## config.mk

```make
export PLATFORM = sky130hd
export DESIGN_NAME = plic_core
export DESIGN_NICKNAME = d
export VERILOG_FILES = /design/src/rtl/plic_pkg.sv /design/src/rtl/plic_gateway.sv /design/src/rtl/plic_core.sv
export SDC_FILE = /design/constraint.sdc
export NUM_CORES = 2
export LEC_CHECK = 0
export CORE_MARGIN = 10
export CORE_UTILIZATION = 45
export DETAILED_ROUTE_END_ITERATION = 6
export PLACE_DENSITY = 0.76
export SLEW_MARGIN = 30
export SYNTH_ARGS = -nofsm -noshare
export SYNTH_HDL_FRONTEND = slang
export SYNTH_SLANG_ARGS = --single-unit
export TNS_END_PERCENT = 5
```

## constraint.sdc

```tcl
create_clock -name clk_i -period 183.6 [get_ports clk_i]
set_input_delay 55.08 -clock clk_i [delete_from_list [all_inputs] [get_ports clk_i]]
set_output_delay 55.08 -clock clk_i [all_outputs]
set_load 0.02 [all_outputs]
```

## src/rtl/plic_pkg.sv

```systemverilog
// Shared types and helpers for the PLIC core and its per-source gateways.
package plic_pkg;

  // Gateway life cycle of one interrupt source.
  typedef enum logic [1:0] {
    GW_IDLE    = 2'd0,
    GW_PENDING = 2'd1,
    GW_INSVC   = 2'd2
  } plic_gw_state_e;

  // Width of a source ID; never narrower than one bit.
  function automatic int plic_id_width(input int num_src);
    return (num_src > 1) ? $clog2(num_src) : 1;
  endfunction

endpackage

```

## src/rtl/plic_gateway.sv

```systemverilog
// One interrupt gateway: level/edge detection, queued edge counter and the
// IDLE -> PENDING -> INSVC -> IDLE service cycle. The reserved source keeps
// its gateway parked in IDLE.
module plic_gateway import plic_pkg::*; #(
  parameter int EdgeCntW = 2,
  parameter bit Reserved = 1'b0
) (
  input  logic           clk_i,
  input  logic           rst_ni,
  input  logic           src_i,
  input  logic           le_i,
  input  logic           claim_i,
  input  logic           complete_i,
  output plic_gw_state_e state_o
);

  localparam logic [EdgeCntW-1:0] CntMax = '1;

  plic_gw_state_e      state_q, state_d;
  logic [EdgeCntW-1:0] cnt_q, cnt_d;
  logic                src_q;
  logic                rise;
  logic                cnt_inc;
  logic                cnt_dec;

  assign rise    = src_i & ~src_q;
  // Edges at saturation are dropped; level mode never counts.
  assign cnt_inc = le_i & rise & (cnt_q != CntMax) & ~Reserved;
  assign state_o = state_q;

  // Next-state logic; an IDLE edge gateway consumes one queued edge on entry to PENDING.
  always_comb begin
    state_d = state_q;
    cnt_dec = 1'b0;
    unique case (state_q)
      GW_IDLE: begin
        if (le_i) begin
          if ((cnt_q != '0) || rise) begin
            state_d = GW_PENDING;
            cnt_dec = 1'b1;
          end
        end else if (src_i) begin
          state_d = GW_PENDING;
        end
      end
      GW_PENDING: if (claim_i)    state_d = GW_INSVC;
      GW_INSVC:   if (complete_i) state_d = GW_IDLE;
      default:                    state_d = GW_IDLE;
    endcase
    if (Reserved) begin
      state_d = GW_IDLE;
      cnt_dec = 1'b0;
    end
  end

  // Counter update; an edge and a consumption in the same cycle cancel out.
  always_comb begin
    cnt_d = cnt_q;
    unique case ({cnt_inc, cnt_dec})
      2'b10:   cnt_d = cnt_q + EdgeCntW'(1);
      2'b01:   cnt_d = cnt_q - EdgeCntW'(1);
      default: cnt_d = cnt_q;
    endcase
  end

  // State, counter and previous-source registers.
  always_ff @(posedge clk_i or negedge rst_ni) begin
    if (!rst_ni) begin
      state_q <= GW_IDLE;
      cnt_q   <= '0;
      src_q   <= 1'b0;
    end else begin
      state_q <= state_d;
      cnt_q   <= cnt_d;
      src_q   <= src_i;
    end
  end

endmodule

```

## src/rtl/plic_core.sv

```systemverilog
// PLIC core: one gateway per source plus a registered priority arbiter per
// target. Configuration arrives on flat ports from an external register block.
//
// Strobe semantics: claim_i[t] and complete_i[t] are single-cycle strobes with
// no back-pressure. A claim acts on the ID currently shown on irq_id_o[t]; a
// complete acts on complete_id_i[t]. Each strobe only takes effect if the
// addressed gateway is in the matching state (PENDING for claim, INSVC for
// complete); otherwise it is silently dropped.
module plic_core import plic_pkg::*; #(
  parameter  int NumSrc    = 72,
  parameter  int NumTarget = 2,
  parameter  int MaxPrio   = 7,
  parameter  int EdgeCntW  = 2,
  localparam int PrioW     = $clog2(MaxPrio + 1),
  localparam int SrcW      = plic_id_width(NumSrc)
) (
  input  logic                 clk_i,
  input  logic                 rst_ni,
  input  logic [NumSrc-1:0]    src_i,
  input  logic [NumSrc-1:0]    le_i,
  input  logic [PrioW-1:0]     prio_i        [NumSrc],
  input  logic [NumSrc-1:0]    ie_i          [NumTarget],
  input  logic [PrioW-1:0]     threshold_i   [NumTarget],
  input  logic [NumTarget-1:0] claim_i,
  input  logic [NumTarget-1:0] complete_i,
  input  logic [SrcW-1:0]      complete_id_i [NumTarget],
  output logic [NumSrc-1:0]    ip_o,
  output logic [NumTarget-1:0] irq_o,
  output logic [SrcW-1:0]      irq_id_o      [NumTarget]
);

  logic [NumSrc-1:0] claim_hit;
  logic [NumSrc-1:0] complete_hit;
  plic_gw_state_e    gw_state [NumSrc];

  // Fold all targets' claim/complete strobes into one hit per source; out-of-range IDs match nothing.
  always_comb begin
    claim_hit    = '0;
    complete_hit = '0;
    for (int s = 1; s < NumSrc; s++) begin
      for (int t = 0; t < NumTarget; t++) begin
        if (claim_i[t] && (irq_id_o[t] == SrcW'(s)))         claim_hit[s]    = 1'b1;
        if (complete_i[t] && (complete_id_i[t] == SrcW'(s))) complete_hit[s] = 1'b1;
      end
    end
  end

  for (genvar s = 0; s < NumSrc; s++) begin : g_src
    plic_gateway #(
      .EdgeCntW (EdgeCntW),
      .Reserved (s == 0)
    ) u_gateway (
      .clk_i      (clk_i),
      .rst_ni     (rst_ni),
      .src_i      (src_i[s]),
      .le_i       (le_i[s]),
      .claim_i    (claim_hit[s]),
      .complete_i (complete_hit[s]),
      .state_o    (gw_state[s])
    );
    assign ip_o[s] = (gw_state[s] == GW_PENDING);
  end

  for (genvar t = 0; t < NumTarget; t++) begin : g_target
    logic [PrioW-1:0] best_prio;
    logic [SrcW-1:0]  best_id;
    logic [SrcW-1:0]  id_q;

    // Highest priority above threshold wins; strict compare keeps the lowest ID on ties.
    always_comb begin
      best_prio = threshold_i[t];
      best_id   = '0;
      for (int s = 1; s < NumSrc; s++) begin
        if (ip_o[s] && ie_i[t][s] && (prio_i[s] > best_prio)) begin
          best_prio = prio_i[s];
          best_id   = SrcW'(s);
        end
      end
    end

    // Single register stage for the winning ID.
    always_ff @(posedge clk_i or negedge rst_ni) begin
      if (!rst_ni) id_q <= '0;
      else         id_q <= best_id;
    end

    assign irq_id_o[t] = id_q;
    assign irq_o[t]    = (id_q != '0);
  end

endmodule

```

Word level (Yosys, flattened, before mapping):

Cells that the tools add are included.

* output and inout bits: 88
* register bits after elaboration: 369
* bits of input ports: 530

* $add $sub $neg: 142
* mux-type cells: 1276
* eq/ne operators: 923
* $lt $le $gt $ge: 142
* bitwise gates (word level): 284
* reductions and logical operators: 925

Operators with widths (number)
* $mux 7: 140
* $eq 7x6->1 const B: 128
* $mux 2: 355
* $logic_and 1x1->1: 568
* $mux 1: 499
* $eq 7x5->1 const B: 64
* $gt 3x3->1: 142
* $pmux 2 s3: 71
* $mux 3: 140
* $eq 2x1->1 const B: 142
* $eq 2x2->1 const B: 142
* $ne 2x1->1 const B: 142
* $pmux 2 s2: 71
* $reduce_and 4->1: 71
* $reduce_bool 2->1: 142
* $eq 7x4->1 const B: 32
* $eq 7x7->1 const B: 32
* $and 1x1->1: 213
* $ne 3x2->1 const B: 71
* $ne 3x3->1 const B: 71
* $add 2x1->2 const B: 71
* $logic_not 2->1: 71
* $ne 2x2->1 const B: 71
* $sub 2x1->2 const B: 71
* other kinds (6): 172

Longest topological paths before layout:

* depth in word-level cells: 214
* mapped depth: 506

Modules after synthesis:

From an unflattened synthesis, not the netlist that was laid out.

* cell total of the unflattened synthesis: 5307
* area total of the unflattened synthesis: 39385.3 sq um

By module, submodules not included
* plic_core: instances 1, area an instance 22932.0 sq um, cells an instance 3742
* plic_gateway (g_src[10].u_gateway ...): instances 71, area an instance 231.5 sq um, cells an instance 22
* plic_gateway (g_src[0].u_gateway): instances 1, area an instance 18.8 sq um, cells an instance 3

Worst setup path after synthesis:

Ideal clock, no wire load.

* kind: input port to flip-flop
* start: in threshold_i[2] in the netlist's numbering
* end: reg g_target[1].id_q[2]
* buffers on the path: 0
* arrival time: 142.275 ns
* stages on the path: 476
* setup slack: 41.201 ns
* path through: inv_1 ha_1 and3_1 a211oi_4 mux2_2 ha_1 o32a_1 mux2i_1 inv_1 a21oi_1 mux2_2 ha_1 or2_2 a21oi_1 nand4b_1 o211a_1 a21o_1 o21ai_0 [440 not listed] ha_1 nor2_1 nand2_1 maj3_1 a21o_1 mux2_2 ha_1 inv_1 a21o_1 a21oi_1 a311oi_1 mux2_2 ha_1 o21a_1 o2111ai_1 nor2b_1 nand3_1 or2_1

* word-level cells in the longest chain between the ends: 213

RTL lines
* start, declared: line plic_core.sv:23 `input logic [PrioW-1:0] threshold_i [NumTarget],`
* $gt 3x3->1: line plic_core.sv:74 `if (ip_o[s] && ie_i[t][s] && (prio_i[s] > best_prio)) begin`
* $logic_and 1x1->1: line plic_core.sv:74
* $mux 3 *: line plic_core.sv:74
* $gt 3x3->1: line plic_core.sv:74
* $logic_and 1x1->1: line plic_core.sv:74
* $mux 3 *: line plic_core.sv:74
* $gt 3x3->1: line plic_core.sv:74
* $logic_and 1x1->1: line plic_core.sv:74
* [198 not listed]
* $mux 3: line plic_core.sv:74
* $gt 3x3->1: line plic_core.sv:74
* $logic_and 1x1->1: line plic_core.sv:74
* $mux 3: line plic_core.sv:74
* $gt 3x3->1: line plic_core.sv:74
* $logic_and 1x1->1: line plic_core.sv:74
* $mux 7 *: line plic_core.sv:74
* net g_target[1].best_id[2]: line plic_core.sv:66 `logic [SrcW-1:0] best_id;`
* end signal, assigned: line plic_core.sv:84 `else id_q <= best_id;`
* end, declared: line plic_core.sv:67 `logic [SrcW-1:0] id_q;`

The timed path passes the listed nets; every way through them passes the cells marked *.
A chain may end at the register's enable or synchronous reset.

Worst setup path after layout:

* start: in prio_i[212] in the netlist's numbering
* end: reg g_target[1].id_q[6]

* word-level cells in the longest chain between the ends: 213

RTL lines
* start, declared: line plic_core.sv:21 `input logic [PrioW-1:0] prio_i [NumSrc],`
* $gt 3x3->1: line plic_core.sv:74
* $logic_and 1x1->1: line plic_core.sv:74
* $mux 3 *: line plic_core.sv:74
* $gt 3x3->1: line plic_core.sv:74
* $logic_and 1x1->1: line plic_core.sv:74
* $mux 3 *: line plic_core.sv:74
* $gt 3x3->1: line plic_core.sv:74
* $logic_and 1x1->1: line plic_core.sv:74
* [198 not listed]
* $mux 3: line plic_core.sv:74
* $gt 3x3->1: line plic_core.sv:74
* $logic_and 1x1->1: line plic_core.sv:74
* $mux 3: line plic_core.sv:74
* $gt 3x3->1: line plic_core.sv:74
* $logic_and 1x1->1: line plic_core.sv:74
* $mux 7 *: line plic_core.sv:74
* net g_target[1].best_id[6]: line plic_core.sv:66

Marks and branches as above.

==> flow_metrics.py <==
metrics = {
    "cells_and_area": {
        "fin_area_um2": 48890,
        "syn_to_final_growth_pct": 20.26,
        "drive_gt1_frac": 0.05083,
        "fill_cells": 8539,
        "finalNetCount": 6650,
        "fin_util": 0.5440,
    },
    "timing": {
        "skew_ps": 45.31,
        "rsz0062_at_grt": "false",
        "period_minus_slack_ps": 156570,
        "hold_slack_ps": 479.1,
        "maxSlewHeadroom": 0.2891,
        "fin_ws_ps": 27030,
        "finalHoldViolations": 0,
        "fmax_mhz": 6.387,
        "tightest_slew_ps": 1058,
        "setup_viol": 0,
        "slew_violations": 0,
        "post-route-period-util": 0.8528,
        "fin_setup_tns_ps": 0,
    },
    "global_routing": {
        "grt_overflow": 0,
        "grt_pass1_vias": 42500,
        "grt_pass1_wl_mm": 248.3,
        "antenna_found_initial": 70,
        "grt_max_degree": 86,
        "grt.total_usage": 0.3068,
    },
    "synthesis": {
        "yosysMostFrequentCell": "nand2_1",
        "synth_top_cell_area_share": 0.2271,
        "synthTopCellsByArea": "dfrtp_1 23%, ha_1 6.9%, nand2_1 6.0%",
        "ys_ff_latch": 369,
        "avgSynthCellArea_um2": 7.475,
        "ys_async_sr_fraction": 1.000,
        "synth_edf_count": 0,
        "seq_area_frac_synth": 0.2271,
        "yosys.area.top_type": "dfrtp_1",
        "ys.flop_type": "dfrtp_1",
        "synth.distinct_cells": 117,
        "netlist_area_um2": 40650,
        "synth_warnings": 0,
        "synthCells": 5438,
        "synth_common_cells": "653 x nand2_1, 572 x nor2_1, 369 x dfrtp_1",
        "syn_nets": 6193,
    },
    "power": {
        "power_per_cell_area_nw_per_um2": 24.68,
        "vdd_ir_drop_max_uv": 16.12,
        "leakage_nw": 20.40,
    },
    "worst_setup_path": {
        "crit_start": "prio_i[212]",
        "critPathCaptureType": "register",
        "cp_top_family": "compound AO/OA/AOI/OAI gates",
        "start_kind": "input pin",
        "cp.arrival_ps": 157020,
        "max_stage_delay_ps": 710,
        "cp.required_ps": 184050,
        "reg2reg_from": "g_src[1].u_gateway.state_o[1]",
        "crit_type": "input pin to register",
        "r2r_end": "g_target[1].id_q[6]",
        "cp_max_fo": 8,
        "cp_num_buf_inv": 12,
        "crit_slowest_cell": "o311ai_1",
        "r2r.worst_path.cells": 475,
        "cp_num_cells": 477,
        "crit_end": "g_target[1].id_q[6]",
        "rrSetupSlack_ps": 82030,
        "cpMostUsedCell": "nor2_1",
    },
    "detailed_routing": {
        "dr.pass1.iters": 6,
        "drt-total-wl_mm": 166.9,
        "vias": 45260,
        "final_antenna_net_count": 0,
        "wl_per_cell_um": 23.39,
        "drt_iter0_markers": 4991,
        "routed_via_density": 6.343,
        "drc": 0,
    },
    "floorplanning": {
        "core_um2": 89870,
        "die_width_um": 320.6,
        "rows": 110,
        "die_area_um2": 102800,
        "boundaryPins": 618,
        "die_h_um": 320.6,
        "initial_utilization": 0.4523,
    },
    "status": {
        "status": "finished, final reports clean",
    },
    "cts": {
        "clock_latency_ps": 610,
        "cts.sinks": 369,
        "cts_root_buffer": "clkbuf_16",
        "cts_setup_buffers": 0,
        "cts_buffer_depth": 3,
        "cts_made_buffers": 41,
        "cts.clk_slew.worst_paths_ps": 60,
        "htree_num_levels": 2,
        "cts_hold_repair.buffers": 0,
        "ctsResizeCount": 0,
        "cts_tree": "built",
    },
    "placement": {
        "dp_hpwl_mm": 136.3,
        "pre_cts_slack_ps": 27290,
        "gp_congestion": 1.027,
        "placed_cell_area_um2": 47430,
        "port_buffers": 609,
    },
    "min_path": {
        "hold_path.class": "register to register",
    },
    "flow_run": {
        "max_cap_violations": 0,
    },
}
worst min-delay path by stage:
stage	startpoint	end	slack [ps]	cells past startpoint
5_1_grt	g_src[45].u_gateway.state_o[0]	g_src[45].u_gateway.state_o[1]	500	1
2_1_floorplan	g_src[45].u_gateway.state_o[0]	g_src[45].u_gateway.state_o[1]	450	1
3_3_place_gp	g_src[45].u_gateway.state_o[0]	g_src[45].u_gateway.state_o[1]	460	1
4_1_cts	g_src[45].u_gateway.state_o[0]	g_src[45].u_gateway.state_o[1]	480	1
3_5_place_dp	g_src[45].u_gateway.state_o[0]	g_src[45].u_gateway.state_o[1]	470	1
6_report	g_src[58].u_gateway.state_o[0]	g_src[58].u_gateway.state_o[1]	480	1
where the power goes:
group | internal, W | switching (W) | total, W
Sequential | 0.000119 | 0.0000440 | 0.000163
Clock | 0.0000482 | 0.0000353 | 0.0000835
Combinational | 0.000393 | 0.000568 | 0.000960
Total | 0.000560 | 0.000647 | 0.00121
worst register-to-register path: cells and delay by family (launching register included):
family,cells,cell delay [ps]
flip-flops,1,450
buffers and inverters,11,860
adder cells (fa/ha/maj),89,25240
AND/OR/NAND/NOR,179,27330
multiplexers,20,6580
AO/OA/AOI/OAI,176,41020
placed cells by master, fill, tap and decap left out, types with 41 or more instances in the layout:
| master | count |
|---|---|
| a211oi_1 | 53 |
| a21o_1 | 44 |
| a21oi_1 | 212 |
| a221oi_1 | 57 |
| a22oi_1 | 47 |
| a31oi_1 | 78 |
| and2_1 | 134 |
| and3_1 | 124 |
| clkbuf_16 | 41 |
| clkdlybuf4s50_1 | 608 |
| dfrtp_1 | 369 |
| ha_1 | 225 |
| inv_1 | 197 |
| nand2_1 | 653 |
| nand2b_1 | 68 |
| nand3_1 | 323 |
| nand4_1 | 43 |
| nor2_1 | 570 |
| nor2b_1 | 180 |
| nor3_1 | 173 |
| nor4b_1 | 57 |
| o211a_1 | 53 |
| o211ai_1 | 76 |
| o21a_1 | 48 |
| o21ai_0 | 278 |
| o221ai_1 | 52 |
| o31ai_1 | 102 |
| or2_2 | 65 |
| xnor2_1 | 142 |
| xor2_1 | 71 |
per-stage QoR:
stage               instances   power, W
finish                   7136   0.001207
global route             7121   0.001325
CTS                      7098   0.001192
detailed placement       7028   0.001103
global placement         7027   0.001078
floorplan                5438  0.0008416
kinds of logic after synthesis:
logic type      Yosys count  share of synthesized area
other cells               1                 0.00009225
flops                   369                     0.2271
simple gates           2563                     0.3127
mux                      58                    0.01533
xor+xnor                213                    0.04589
fa+ha+maj               265                    0.07913
compound gates         1528                     0.2720
buf+inv                 441                    0.04765
area by class of cell:
cell class | instances | area (um2) | share of cell area
multi-input combinational | 4628 | 29560 | 0.6045
sequential | 369 | 9234 | 0.1889
timing repair buffer | 653 | 6440 | 0.1317
tap | 1176 | 1471 | 0.03010
clock buffer | 54 | 1145 | 0.02342
inverter | 202 | 758.2 | 0.01551
clock inverter | 16 | 190.2 | 0.003890
antenna | 38 | 95.09 | 0.001945
state kept, by name, summed over array words and instances, names as in the netlist:
register	cells
g_src.u_gateway.src_q	71
g_src.u_gateway.state_o	142
g_src.u_gateway.cnt_q	142
g_target.id_q	14
routing by layer:
layer  part of all wire  track usage  vias to the layer above
li1                   -            -                    21180
met1               0.40       0.3731                    21410
met2               0.45       0.4978                     2144
met3               0.10      0.08306                      463
met4              0.049       0.1472                       66
met5             0.0025            0                        -
(Power assumes the default switching activity.)
